### config.mk
export PLATFORM = sky130hd
export DESIGN_NAME = i2c_mst_byte_ctrl_flat
export DESIGN_NICKNAME = d
export VERILOG_FILES = /design/src/rtl/i2c_pkg.sv /design/src/rtl/i2c_mst_byte_ctrl_if.sv /design/src/rtl/i2c_mst_byte_ctrl.sv /design/src/flat_wrapper.sv
export SDC_FILE = /design/constraint.sdc
export NUM_CORES = 1
export LEC_CHECK = 0
export ABC_AREA = 1
export CAP_MARGIN = 20
export CORE_MARGIN = 2
export CORE_UTILIZATION = 46
export DETAILED_ROUTE_END_ITERATION = 10
export GPL_TIMING_DRIVEN = 0
export HOLD_SLACK_MARGIN = 0.15
export PLACE_DENSITY = 0.83
export SYNTH_ARGS = -nofsm -noshare
export SYNTH_HDL_FRONTEND = slang
export SYNTH_SLANG_ARGS = --single-unit
### constraint.sdc
create_clock -name clk -period 1.6 [get_ports clk]
set_clock_uncertainty 0.2 [all_clocks]
set_input_delay 0.32 -clock clk [delete_from_list [all_inputs] [get_ports clk]]
set_output_delay 0.32 -clock clk [all_outputs]
set_load 0.02 [all_outputs]
### src/rtl/i2c_pkg.sv
// Shared definitions for the I2C byte controller and the bit-level PHY:
// bit-command encodings, byte FSM states and the state-to-command mapping.
package i2c_pkg;

    localparam logic [3:0] CMD_NOP   = 4'b0000;
    localparam logic [3:0] CMD_START = 4'b0001;
    localparam logic [3:0] CMD_STOP  = 4'b0010;
    localparam logic [3:0] CMD_WRITE = 4'b0100;
    localparam logic [3:0] CMD_READ  = 4'b1000;

    typedef enum logic [2:0] {
        ST_IDLE  = 3'd0,
        ST_START = 3'd1,
        ST_WRITE = 3'd2,
        ST_READ  = 3'd3,
        ST_ACK   = 3'd4,
        ST_STOP  = 3'd5
    } state_t;

    // The ACK phase runs in the opposite direction to the data phase.
    function automatic logic [3:0] stateCmd(input state_t s, input logic isWrite);
        case (s)
            ST_START: return CMD_START;
            ST_WRITE: return CMD_WRITE;
            ST_READ:  return CMD_READ;
            ST_ACK:   return isWrite ? CMD_READ : CMD_WRITE;
            ST_STOP:  return CMD_STOP;
            default:  return CMD_NOP;
        endcase
    endfunction

endpackage

### src/rtl/i2c_mst_byte_ctrl_if.sv
// Host command/status and PHY bit-command signals of the I2C byte controller.
interface i2c_mst_byte_ctrl_if;

    logic       ena;
    logic       go;
    logic       ready;
    logic       sta;
    logic       sto;
    logic       rd;
    logic       wr;
    logic       ack_in;
    logic [7:0] txd;
    logic [7:0] rxd;
    logic       ack_out;
    logic       done;
    logic       i2c_al;
    logic       timeout;
    logic [3:0] phy_cmd;
    logic       phy_din;
    logic       phy_cmd_ack;
    logic       phy_al;
    logic       phy_dout;

    modport slave (
        input  ena, go, sta, sto, rd, wr, ack_in, txd,
        input  phy_cmd_ack, phy_al, phy_dout,
        output ready, rxd, ack_out, done, i2c_al, timeout, phy_cmd, phy_din
    );

    modport master (
        output ena, go, sta, sto, rd, wr, ack_in, txd,
        output phy_cmd_ack, phy_al, phy_dout,
        input  ready, rxd, ack_out, done, i2c_al, timeout, phy_cmd, phy_din
    );

endinterface

### src/rtl/i2c_mst_byte_ctrl.sv
// Byte-level I2C master sequencer: turns one host byte command into PHY bit commands.
// Optional bit-command watchdog enabled by defining I2C_BYTE_CTRL_TIMEOUT_EN.
module i2c_mst_byte_ctrl
    import i2c_pkg::*;
#(
    parameter int                   TIMEOUT_W      = 16,
    parameter logic [TIMEOUT_W-1:0] TIMEOUT_CYCLES = 16'hFFFF
) (
    input logic                clk,
    input logic                rst,
    i2c_mst_byte_ctrl_if.slave bus
);

    state_t     r_state, w_state;
    logic       r_sto, w_sto;
    logic       r_rd, w_rd;
    logic       r_wr, w_wr;
    logic       r_ackIn, w_ackIn;
    logic [7:0] r_shift, w_shift;
    logic [2:0] r_cnt, w_cnt;
    logic       r_ready, w_ready;
    logic [7:0] r_rxd, w_rxd;
    logic       r_ackOut, w_ackOut;
    logic       r_done, w_done;
    logic       r_al, w_al;
    logic       r_timeout, w_timeout;
    logic [3:0] r_phyCmd, w_phyCmd;
    logic       r_phyDin, w_phyDin;
    logic       w_wdogHit;

`ifdef I2C_BYTE_CTRL_TIMEOUT_EN
    logic [TIMEOUT_W-1:0] r_wdog;

    // Every bit command is preceded by a NOP cycle, so clearing on NOP restarts the count per bit.
    always_ff @(posedge clk or posedge rst) begin
        if (rst)                       r_wdog <= '0;
        else if (r_phyCmd == CMD_NOP)  r_wdog <= '0;
        else                           r_wdog <= r_wdog + 1'b1;
    end

    assign w_wdogHit = (r_phyCmd != CMD_NOP) && (r_wdog == TIMEOUT_CYCLES - 1'b1);
`else
    logic w_unusedCfg;
    assign w_unusedCfg = ^TIMEOUT_CYCLES;
    assign w_wdogHit   = 1'b0;
`endif

    always_ff @(posedge clk or posedge rst) begin
        if (rst) begin
            r_state   <= ST_IDLE;
            r_sto     <= 1'b0;
            r_rd      <= 1'b0;
            r_wr      <= 1'b0;
            r_ackIn   <= 1'b0;
            r_shift   <= 8'h00;
            r_cnt     <= 3'd0;
            r_ready   <= 1'b0;
            r_rxd     <= 8'h00;
            r_ackOut  <= 1'b0;
            r_done    <= 1'b0;
            r_al      <= 1'b0;
            r_timeout <= 1'b0;
            r_phyCmd  <= CMD_NOP;
            r_phyDin  <= 1'b1;
        end else begin
            r_state   <= w_state;
            r_sto     <= w_sto;
            r_rd      <= w_rd;
            r_wr      <= w_wr;
            r_ackIn   <= w_ackIn;
            r_shift   <= w_shift;
            r_cnt     <= w_cnt;
            r_ready   <= w_ready;
            r_rxd     <= w_rxd;
            r_ackOut  <= w_ackOut;
            r_done    <= w_done;
            r_al      <= w_al;
            r_timeout <= w_timeout;
            r_phyCmd  <= w_phyCmd;
            r_phyDin  <= w_phyDin;
        end
    end

    // Abort sources take priority: enable, then arbitration loss, then watchdog.
    always_comb begin
        w_state   = r_state;
        w_sto     = r_sto;
        w_rd      = r_rd;
        w_wr      = r_wr;
        w_ackIn   = r_ackIn;
        w_shift   = r_shift;
        w_cnt     = r_cnt;
        w_rxd     = r_rxd;
        w_ackOut  = r_ackOut;
        w_done    = 1'b0;
        w_al      = 1'b0;
        w_timeout = 1'b0;
        w_phyCmd  = r_phyCmd;
        w_phyDin  = r_phyDin;

        if (!bus.ena) begin
            w_state  = ST_IDLE;
            w_phyCmd = CMD_NOP;
        end else if (bus.phy_al) begin
            w_state  = ST_IDLE;
            w_phyCmd = CMD_NOP;
            w_al     = 1'b1;
        end else if (w_wdogHit) begin
            w_state   = ST_IDLE;
            w_phyCmd  = CMD_NOP;
            w_timeout = 1'b1;
        end else if (r_state == ST_IDLE) begin
            if (bus.go && r_ready) begin
                w_sto   = bus.sto;
                w_rd    = bus.rd;
                w_wr    = bus.wr;
                w_ackIn = bus.ack_in;
                w_shift = bus.txd;
                w_cnt   = 3'd7;
                if (bus.sta)      w_state = ST_START;
                else if (bus.wr)  w_state = ST_WRITE;
                else if (bus.rd)  w_state = ST_READ;
                else if (bus.sto) w_state = ST_STOP;
                else              w_done  = 1'b1;
            end
        end else if (r_phyCmd == CMD_NOP) begin
            w_phyCmd = stateCmd(r_state, r_wr);
            if (r_state == ST_WRITE)             w_phyDin = r_shift[7];
            else if (r_state == ST_ACK && !r_wr) w_phyDin = r_ackIn;
            else                                 w_phyDin = 1'b1;
        end else if (bus.phy_cmd_ack) begin
            w_phyCmd = CMD_NOP;
            case (r_state)
                ST_START: begin
                    if (r_wr)       w_state = ST_WRITE;
                    else if (r_rd)  w_state = ST_READ;
                    else if (r_sto) w_state = ST_STOP;
                    else begin
                        w_state = ST_IDLE;
                        w_done  = 1'b1;
                    end
                end
                ST_WRITE, ST_READ: begin
                    w_shift = {r_shift[6:0], (r_state == ST_READ) ? bus.phy_dout : 1'b0};
                    w_cnt   = r_cnt - 3'd1;
                    if (r_cnt == 3'd0) w_state = ST_ACK;
                end
                ST_ACK: begin
                    if (r_wr) w_ackOut = bus.phy_dout;
                    else      w_rxd    = r_shift;
                    if (r_sto) w_state = ST_STOP;
                    else begin
                        w_state = ST_IDLE;
                        w_done  = 1'b1;
                    end
                end
                default: begin
                    w_state = ST_IDLE;
                    w_done  = 1'b1;
                end
            endcase
        end

        w_ready = (w_state == ST_IDLE) && bus.ena;
    end

    assign bus.ready   = r_ready;
    assign bus.rxd     = r_rxd;
    assign bus.ack_out = r_ackOut;
    assign bus.done    = r_done;
    assign bus.i2c_al  = r_al;
    assign bus.timeout = r_timeout;
    assign bus.phy_cmd = r_phyCmd;
    assign bus.phy_din = r_phyDin;

endmodule

### src/flat_wrapper.sv
// flat-port wrapper written by rule: the top's interface ports become plain ports
module i2c_mst_byte_ctrl_flat import i2c_pkg::*;
#(
    parameter int                   TIMEOUT_W      = 16,
    parameter logic [TIMEOUT_W-1:0] TIMEOUT_CYCLES = 16'hFFFF
)
  (clk, rst, bus_ena, bus_go, bus_sta, bus_sto, bus_rd, bus_wr, bus_ack_in, bus_txd, bus_phy_cmd_ack, bus_phy_al, bus_phy_dout, bus_ready, bus_rxd, bus_ack_out, bus_done, bus_i2c_al, bus_timeout, bus_phy_cmd, bus_phy_din);
  i2c_mst_byte_ctrl_if bus_i ();
  input logic clk;
  input logic rst;
  input wire logic [$bits(bus_i.ena)-1:0] bus_ena;
  input wire logic [$bits(bus_i.go)-1:0] bus_go;
  input wire logic [$bits(bus_i.sta)-1:0] bus_sta;
  input wire logic [$bits(bus_i.sto)-1:0] bus_sto;
  input wire logic [$bits(bus_i.rd)-1:0] bus_rd;
  input wire logic [$bits(bus_i.wr)-1:0] bus_wr;
  input wire logic [$bits(bus_i.ack_in)-1:0] bus_ack_in;
  input wire logic [$bits(bus_i.txd)-1:0] bus_txd;
  input wire logic [$bits(bus_i.phy_cmd_ack)-1:0] bus_phy_cmd_ack;
  input wire logic [$bits(bus_i.phy_al)-1:0] bus_phy_al;
  input wire logic [$bits(bus_i.phy_dout)-1:0] bus_phy_dout;
  output wire logic [$bits(bus_i.ready)-1:0] bus_ready;
  output wire logic [$bits(bus_i.rxd)-1:0] bus_rxd;
  output wire logic [$bits(bus_i.ack_out)-1:0] bus_ack_out;
  output wire logic [$bits(bus_i.done)-1:0] bus_done;
  output wire logic [$bits(bus_i.i2c_al)-1:0] bus_i2c_al;
  output wire logic [$bits(bus_i.timeout)-1:0] bus_timeout;
  output wire logic [$bits(bus_i.phy_cmd)-1:0] bus_phy_cmd;
  output wire logic [$bits(bus_i.phy_din)-1:0] bus_phy_din;
  assign bus_i.ena = bus_ena;
  assign bus_i.go = bus_go;
  assign bus_i.sta = bus_sta;
  assign bus_i.sto = bus_sto;
  assign bus_i.rd = bus_rd;
  assign bus_i.wr = bus_wr;
  assign bus_i.ack_in = bus_ack_in;
  assign bus_i.txd = bus_txd;
  assign bus_i.phy_cmd_ack = bus_phy_cmd_ack;
  assign bus_i.phy_al = bus_phy_al;
  assign bus_i.phy_dout = bus_phy_dout;
  assign bus_ready = bus_i.ready;
  assign bus_rxd = bus_i.rxd;
  assign bus_ack_out = bus_i.ack_out;
  assign bus_done = bus_i.done;
  assign bus_i2c_al = bus_i.i2c_al;
  assign bus_timeout = bus_i.timeout;
  assign bus_phy_cmd = bus_i.phy_cmd;
  assign bus_phy_din = bus_i.phy_din;
  i2c_mst_byte_ctrl #(.TIMEOUT_W(TIMEOUT_W), .TIMEOUT_CYCLES(TIMEOUT_CYCLES)) u_core (.clk(clk), .rst(rst), .bus(bus_i));
endmodule
; Word-level counts from Yosys, hierarchy flattened
; Cells that the tools add are included.
[word_totals]
wordCells = 96
reg_bits = 35
[classes]
n_reduce_logical = 17
n_addsub = 1
n_eq_ne = 9
n_bitwise = 4
mux = 51
[ops]
columns = cell, n
row1 = $mux 3, 19
row2 = $mux 8, 5
row3 = $mux 4, 6
row4 = $pmux 4 s5, 1
row5 = $mux 1, 18
row6 = $reduce_and 7->1, 2
row7 = $logic_not 3->1, 3
row8 = $pmux 3 s3, 1
row9 = $reduce_and 4->1, 2
row10 = $eq 3x2->1 const B, 2
row11 = $eq 3x3->1 const B, 2
row12 = $reduce_and 6->1, 1
row13 = $logic_not 4->1, 1
row14 = $ne 4x1->1 const B, 1
row15 = $not 1->1, 4
row16 = $reduce_bool 2->1, 2
row17 = $eq 3x1->1 const B, 1
row18 = $logic_and 1x1->1, 3
row19 = $ne 3x3->1 const B, 1
row20 = $pmux 1 s3, 1
row21 = $sub 3x1->3 const B, 1
row22 = $ne 2x1->1 const B, 1
row23 = $ne 2x2->1 const B, 1
row24 = $reduce_and 2->1, 1
row25 = 2 further kinds, 2

; Depth between registers and ports, before layout
; Gate-level depths: netlist of the first run.
[depth]
ltp_word = 11
depth_mapped = 11

; Least setup slack after synthesis of the first run
; Ideal clock, no wire load.
[synth_timing]
path_kind = reg2reg
startpoint = reg u_core.r_phyCmd[0], in the netlist u_core.bus.phy_cmd[0]
endpoint = reg u_core.r_cnt[0]
stages_incl_launch_ff = 10
n_path_buf = 1
arrival_ns = 1.282
slack_ns = -0.005
period_less_slack_ns = 1.605
path_cell_list = dfrtp_1 > nor2_1 > nand3_1 > nand2_2 > nor2_8 > nand2_4 > nand2_4 > buf_6 > o21ai_1 > o21ai_1
[synth_via]
elab_chain_len = 3
[synth_lines]
columns = item, line
row1 = "start, declared", i2c_mst_byte_ctrl.sv:27  ; logic [3:0] r_phyCmd, w_phyCmd;
row2 = "start signal, assigned", i2c_mst_byte_ctrl.sv:79  ; r_phyCmd <= w_phyCmd;
row3 = $logic_not 4->1, i2c_mst_byte_ctrl.sv:126  ; end else if (r_phyCmd == CMD_NOP) begin
row4 = $ne 2x1->1 (no line), -
row5 = $reduce_and 6->1 (no line), -
row6 = "end signal, assigned", i2c_mst_byte_ctrl.sv:72  ; r_cnt <= w_cnt;
row7 = "end, declared", i2c_mst_byte_ctrl.sv:20  ; logic [2:0] r_cnt, w_cnt;
; No other way between the ends.
; A chain may end at the register's enable or synchronous reset.

; Worst setup path after layout of the first run
[layout_timing]
startpoint = reg u_core.r_state[1]
endpoint = reg u_core.r_shift[3]
[layout_via]
elab_chain_len = 4
word_cells_on_any_way = 10
classes_between = eq/ne: 4 / mux: 1 / reduce/logical: 5
[layout_lines]
columns = item, line
row1 = "start, declared", i2c_mst_byte_ctrl.sv:14  ; state_t r_state, w_state;
row2 = "start signal, assigned", i2c_mst_byte_ctrl.sv:66  ; r_state <= w_state;
row3 = $eq 3x2->1, i2c_mst_byte_ctrl.sv:133  ; case (r_state)
row4 = $reduce_or 2->1, i2c_mst_byte_ctrl.sv:133
row5 = $reduce_bool 2->1 (no line), -
row6 = $reduce_and 6->1 (no line), -
row7 = "end signal, assigned", i2c_mst_byte_ctrl.sv:71  ; r_shift <= w_shift;
row8 = "end, declared", i2c_mst_byte_ctrl.sv:19  ; logic [7:0] r_shift, w_shift;
; Several ways; a longest one is shown, not always the timed one.

==> out/metrics.yaml, run 1 <==
sta:
  rsz0062_at_grt: "yes"
  fmax_mhz: 574
  slew-limit-headroom_pct: 62.8
  worst_pin_slew_ns: 0.558
  slew_viol_final: 0
  setup_ws_ns: -0.142
  period_share_pct: 109
  period_minus_slack_ns: 1.74
  setup_viol: 23
  hold_viol: 0
synth:
  synth_mux_area_share_pct: 0.574
  postSynthAreaPerCell_um2: 8.83
  synthesis.nets: 244
  synth_seq_cells: 35
  synth_top_family_by_area: "simple AND/OR/NAND/NOR gates"
  yosysUniqueCellTypes: 29
  yosysSeqAreaShare_pct: 44.7
  synth_top_area_share_pct: 43.4
  synth_xor_xnor_area_share_pct: 0
  yosys.area.top_type: "dfrtp_1"
  netlist_instances: 222
  syn-cell-area_um2: 1960
  synth_simple_gate_area_share_pct: 24.5
  yosysWarnings: 0
  synth-compound-area-share_pct: 18.1
  yosys-top-cells-area: "dfrtp_1, nand2_1, inv_1"
  synth_fa_ha_area_share_pct: 1.28
cts:
  h-tree-depth: 2
  clk_latency_ns: 0.30
  numClockSinks: 35
  clock-root-buffer: "clkbuf_8"
  cts_made_buffers: 5
  clk_pin_slew_ns: 0.08
  cts_tree: "done"
  clk_path_buf_depth: 2
critical_path:
  crit_buf_inv: 3
  path_class: "reg2reg"
  slowest_stage: "dfrtp_1"
  start_kind: "flop"
  critPathMaxStageDelay_ns: 0.37
  reg2reg_from: "u_core.r_state[1]$_DFF_PP0_"
  reg2reg_depth: 11
  rrSetupSlack_ns: -0.14
  crit_chain: "buf_6 > nor2_8 > nand2_8 > nand2_8 > nor2_8 > nand2_4 > nand2_4 > buf_6 > buf_16 > o211ai_2 > o21ai_2"
  critical_path.startpoint: "u_core.r_state[1]$_DFF_PP0_"
  critPathMaxFanout: 5
  worst_r2r_endpoint: "u_core.r_shift[3]$_DFFE_PP0P_"
  arrival_ns: 1.73
  cp_top_family: "simple AND/OR/NAND/NOR gates"
  end_kind: "flop"
  crit_required_ns: 1.59
route:
  wl_per_cell_um: 15.8
  vias: 1839
  detail_route.drc_violations: 0
  dr.pass1.iters: 4
  drt_iter0_markers: 140
  routed_wl_mm: 5.50
  routed_via_density: 5.28
  ant_nets: 0
final_layout:
  drive_gt1_share_pct: 40.6
  antenna_cells: 0
  nNetsFinal: 319
  finish.instance_area_um2: 3060
  final_cell_mix: "nand2_1, dfrtp_1, inv_1"
  area_growth_pct: 56.2
floorplanning:
  core.rowCount: 23
  ios: 38
  fp.dieArea_um2: 4800
  start_util_pct: 48.3
  die_h_um: 69.3
  fp.coreArea_um2: 4060
  die_w_um: 69.3
grt:
  grt_use_total_pct: 23.4
  overflow: 0
  antenna_found_initial: 0
  grt_max_degree: 24
  grt_pass1_wl_mm: 8.98
  grt_pass1_vias: 1855
job:
  drv_cap: 0
power_and_ir_drop:
  vdd_drop_max_mv: 0.613
  leakage_nw: 1.50
  power_density_nw_per_um2: 902
place:
  place_congestion: 0.848
  hpwlAfterDp_mm: 3.10
  post-place-ws_ns: -0.506
  post_dp_cell_area_um2: 2410
  port_buffers: 36
run_status:
  violations: "setup timing"
  status: "finished, violations left"
min_path:
  hold_class: "in2async"
sequential cells by signal (all words and copies together) (netlist names):
signal and cells:
u_core.bus.i2c_al 1, u_core.bus.phy_din 1, u_core.bus.done 1, u_core.bus.phy_cmd 4, u_core.r_wr 1, u_core.r_cnt 3
u_core.r_rd 1, u_core.r_shift 8, u_core.r_state 3, u_core.bus.rxd 8, u_core.r_ackIn 1, u_core.r_sto 1
u_core.bus.ready 1, u_core.bus.ack_out 1
layout make-up:
class                      count  area [um2]
multi-input combinational    145        1070
fill                         252         996
sequential                    35         878
timing repair buffer          69         706
inverter                      34         150
buffer                         7        78.8
clock buffer                   5        68.8
tap                           50        62.6
clock inverter                 3        43.8
Yosys cell counts, drive strengths merged:
master / instances
mux2: 1
o211ai: 7
ha: 2
dfstp: 1
inv: 33
clkinv: 1
nand2: 49
a21oi: 6
buf: 8
a31oi: 4
o31ai: 1
nor2: 21
nand3: 17
o21ai: 35
dfrtp: 34
nand4: 1
conb: 1
worst register-to-register path, cell delays in order (launching register included):
cell and delay [ns]:
dfrtp_1 0.37, buf_6 0.13, nor2_8 0.14, nand2_8 0.10, nand2_8 0.11, nor2_8 0.05
nand2_4 0.06, nand2_4 0.06, buf_6 0.14, buf_16 0.13, o211ai_2 0.07, o21ai_2 0.07
kinds of logic after synthesis:
kind of cell    Yosys count
compound gates           53
fa+ha+maj                 2
buf+inv                  42
flops                    35
mux                       1
other cells               1
simple gates             88
layer usage:
layer  share of wire [%]  wire length (um)  GRT usage (%)
met1                  41              2280           30.3
met2                  50              2750           38.8
met3                 6.3               348           5.23
met4                 2.3               124           8.06
met5                   0                 0              0
report_power, final:
part / internal (mW) / total [mW] / switching [mW]
sequential: 1.04 / 1.12 / 0.0868
combinational: 0.348 / 0.824 / 0.476
clock: 0.464 / 0.813 / 0.349
what timing repair did:
item | in CTS | in global routing
cloned | 3 | 0
hold buffers | 0 | 0
buffers inserted | 24 | 5
endpoints found under the hold margin | 0 | 0
pin swaps | 20 | 10
setup endpoints to repair | 48 | 30
gates resized for setup | 73 | 35
worst max-delay path by stage:
stage / endpoint / slack (ns) / cells after the start
final: u_core.r_shift[3]$_DFFE_PP0P_ / -0.14 / 11
after global routing: u_core.r_cnt[1]$_DFFE_PP0P_ / -0.18 / 11
after CTS: u_core.r_cnt[0]$_DFFE_PP0P_ / -0.1 / 11
after detailed placement: u_core.r_shift[5]$_DFFE_PP0P_ / -0.51 / 10
after global placement: u_core.bus.phy_cmd[0]$_DFFE_PP0P_ / -0.57 / 2
after floorplan: u_core.r_cnt[0]$_DFFE_PP0P_ / 0.001 / 9
through the flow:
| step | cells | utilization (%) | power (mW) | setup TNS, ns | hold slack (ns) |
|---|---|---|---|---|---|
| global placement | 308 | 58.8 | 1.69 | -28.81 | 0.264 |
| finish | 348 | 75.5 | 2.76 | -1.75 | 0.171 |
| global route | 348 | 75.5 | 2.90 | -3.10 | 0.220 |
| CTS | 344 | 72.1 | 2.64 | -1.00 | 0.184 |
| detailed placement | 309 | 59.5 | 1.73 | -13.43 | 0.273 |
| floorplan | 222 | - | 1.53 | 0 | 0.220 |
(Power assumes the default switching activity.)
==> run 2, diff against run 1 <==
--- a/config.mk
+++ b/config.mk
@@ -7,6 +7,7 @@
 export LEC_CHECK = 0
 export ABC_AREA = 1
 export CAP_MARGIN = 20
+export CORE_ASPECT_RATIO = 1.25
 export CORE_MARGIN = 2
 export CORE_UTILIZATION = 46
 export DETAILED_ROUTE_END_ITERATION = 10
==> constraint.sdc (replaced) <==
create_clock -name clk -period 1.6 [get_ports clk]
set_clock_uncertainty 0.2 [all_clocks]
set_input_delay 0.24 -clock clk [delete_from_list [all_inputs] [get_ports clk]]
set_output_delay 0.24 -clock clk [all_outputs]
set_load 0.02 [all_outputs]
==> out/metrics.yaml, run 2 (synthesized netlist as in run 1, its figures left out) <==
sta:
  period_share_pct: 109  # -0.23 points
  rsz0062_at_grt: "yes"
  slew-limit-headroom_pct: 59.9  # -2.9 points
  worst_pin_slew_ns: 0.601  # +0.0429 ns
  setup_viol: 22  # -4.3%
  slew_viol_final: 0  # unchanged
  hold_viol: 0  # unchanged
  fmax_mhz: 575  # +0.21%
  setup_ws_ns: -0.139  # +0.00369 ns
  period_minus_slack_ns: 1.74  # -0.00369 ns
final_layout:
  multi_input_area_um2: 1110  # +3.7%
  regArea_um2: 878  # unchanged
  antenna_cells: 0  # unchanged
  fill_cells: 291  # +15%
  final_cell_mix: "nand2_1, dfrtp_1, buf_4"
  drive_gt1_share_pct: 41.0  # +0.40 points
  area_growth_pct: 57.4
  nNetsFinal: 321  # +0.63%
  finalCoreUtilization_pct: 75.3  # -0.18 points
floorplanning:
  start_util_pct: 47.8  # -0.49 points
  fp.dieArea_um2: 4800  # about the same
  core.rowCount: 26  # +13%
  die_h_um: 77.0  # +11%
  fp.coreArea_um2: 4100  # +1.0%
  die_w_um: 62.4  # -9.9%
  ios: 38  # unchanged
grt:
  grt_max_degree: 23  # -4.2%
  grt_pass1_vias: 1935  # +4.3%
  grt_pass1_wl_mm: 8.77  # -2.3%
  overflow: 0  # unchanged
  antenna_found_initial: 0  # unchanged
  grt_use_total_pct: 23.5  # about the same
power_and_ir_drop:
  power_density_nw_per_um2: 869  # -3.6%
  vdd_drop_max_mv: 0.551  # -10%
  power.total_mw: 2.68  # -2.9%
  leakage_nw: 1.51  # +0.17%
route:
  routed_wl_mm: 5.93  # +7.8%
  wl_per_cell_um: 16.7  # +5.3%
  detail_route.drc_violations: 0  # unchanged
  drt_iter0_markers: 90  # -36%
  ant_nets: 0  # unchanged
  vias: 1890  # +2.8%
  routed_via_density: 5.31  # +0.46%
  dr.pass1.iters: 4  # unchanged
cts:
  cts_tree: "done"
  clk_pin_slew_ns: 0.07  # about the same
  numClockSinks: 35  # unchanged
  clk_path_buf_depth: 2  # unchanged
  clock-root-buffer: "clkbuf_8"
  clk_latency_ns: 0.29  # about the same
  cts_made_buffers: 5  # unchanged
  h-tree-depth: 2  # unchanged
critical_path:
  arrival_ns: 1.72  # about the same
  reg2reg_from: "u_core.r_state[0]$_DFF_PP0_"
  critical_path.startpoint: "u_core.r_state[0]$_DFF_PP0_"
  worst_r2r_endpoint: "u_core.bus.ready$_DFF_PP0_"
  endpoint: "u_core.bus.ready$_DFF_PP0_"
  start_kind: "flop"
  reg2reg_depth: 11  # unchanged
  critPathMaxFanout: 5  # unchanged
  crit_required_ns: 1.58  # about the same
  end_kind: "flop"
  path_class: "reg2reg"
  rrSetupSlack_ns: -0.14  # about the same
place:
  hpwlAfterDp_mm: 3.03  # -2.3%
  place_congestion: 0.886  # +4.6%
  port_buffers: 36  # unchanged
job:
  drv_cap: 0  # unchanged
run_status:
  violations: "setup timing"
  status: "finished, violations left"
min_path:
  hold_class: "in2async"
[run 2: metal layers]
layer,wire [um],vias to the layer above,track usage (%)
met4,294,0,13.8
met5,0,-,0
met2,3270,93,43.0
li1,-,874,-
met1,2040,895,23.8
met3,325,28,5.87
[run 2: metrics by stage]
step / hold WS (ns) / area, um2 / cells / worst slack (ns) / setup TNS (ns)
floorplan: 0.140 / 1960 / 222 / 0.00134 / 0
global placement: 0.270 / 2390 / 314 / -0.460 / -22.29
detailed placement: 0.277 / 2420 / 315 / -0.414 / -10.40
CTS: 0.143 / 2920 / 350 / -0.0539 / -0.441
global route: 0.175 / 3090 / 356 / -0.208 / -2.79
finish: 0.118 / 3090 / 356 / -0.139 / -1.17
[run 2: worst min-delay path by stage]
stage          cells past startpoint                             to                     startpoint  slack, ns
2_1_floorplan                      2    u_core.bus.i2c_al$_DFF_PP0_                     bus_phy_al       0.14
3_3_place_gp                       2  u_core.bus.rxd[2]$_DFFE_PP0P_  u_core.bus.rxd[2]$_DFFE_PP0P_       0.27
3_5_place_dp                       2  u_core.bus.rxd[5]$_DFFE_PP0P_  u_core.bus.rxd[5]$_DFFE_PP0P_       0.28
4_1_cts                            2  u_core.bus.rxd[7]$_DFFE_PP0P_                            rst       0.14
5_1_grt                            2  u_core.bus.rxd[7]$_DFFE_PP0P_                            rst       0.17
6_report                           2  u_core.bus.rxd[7]$_DFFE_PP0P_                            rst       0.12
[run 2: cell type report]
class,count,area share (%)
timing repair buffer,70,22.1
buffer,8,2.92
clock buffer,8,3.24
inverter,34,4.95
tap,56,2.27
sequential,35,28.5
multi-input combinational,145,36.1
[run 2: critical path: stages, from the launching register on]
cell and delay, ns:
dfrtp_1 0.35, buf_6 0.14, buf_4 0.17, nand2_1 0.07
nor2_2 0.15, nand2_1 0.13, nand3_2 0.11, nand3_2 0.08
nand2_2 0.07, nand2_2 0.06, nand3_2 0.05, nor2_1 0.04
[run 2: timing repair]
action	4_1_cts	5_1_grt
endpoints found under the hold margin	13	0
gates cloned	3	0
hold buffers	1	0
setup endpoints to repair	41	34
pin swaps	17	19
buffers inserted	23	7
resized for setup	64	37
[run 2: power by group]
part	internal [mW]	switching (mW)	total [mW]
Clock	0.393	0.324	0.717
Sequential	1.04	0.0804	1.12
Combinational	0.365	0.481	0.846
Total	1.80	0.886	2.68
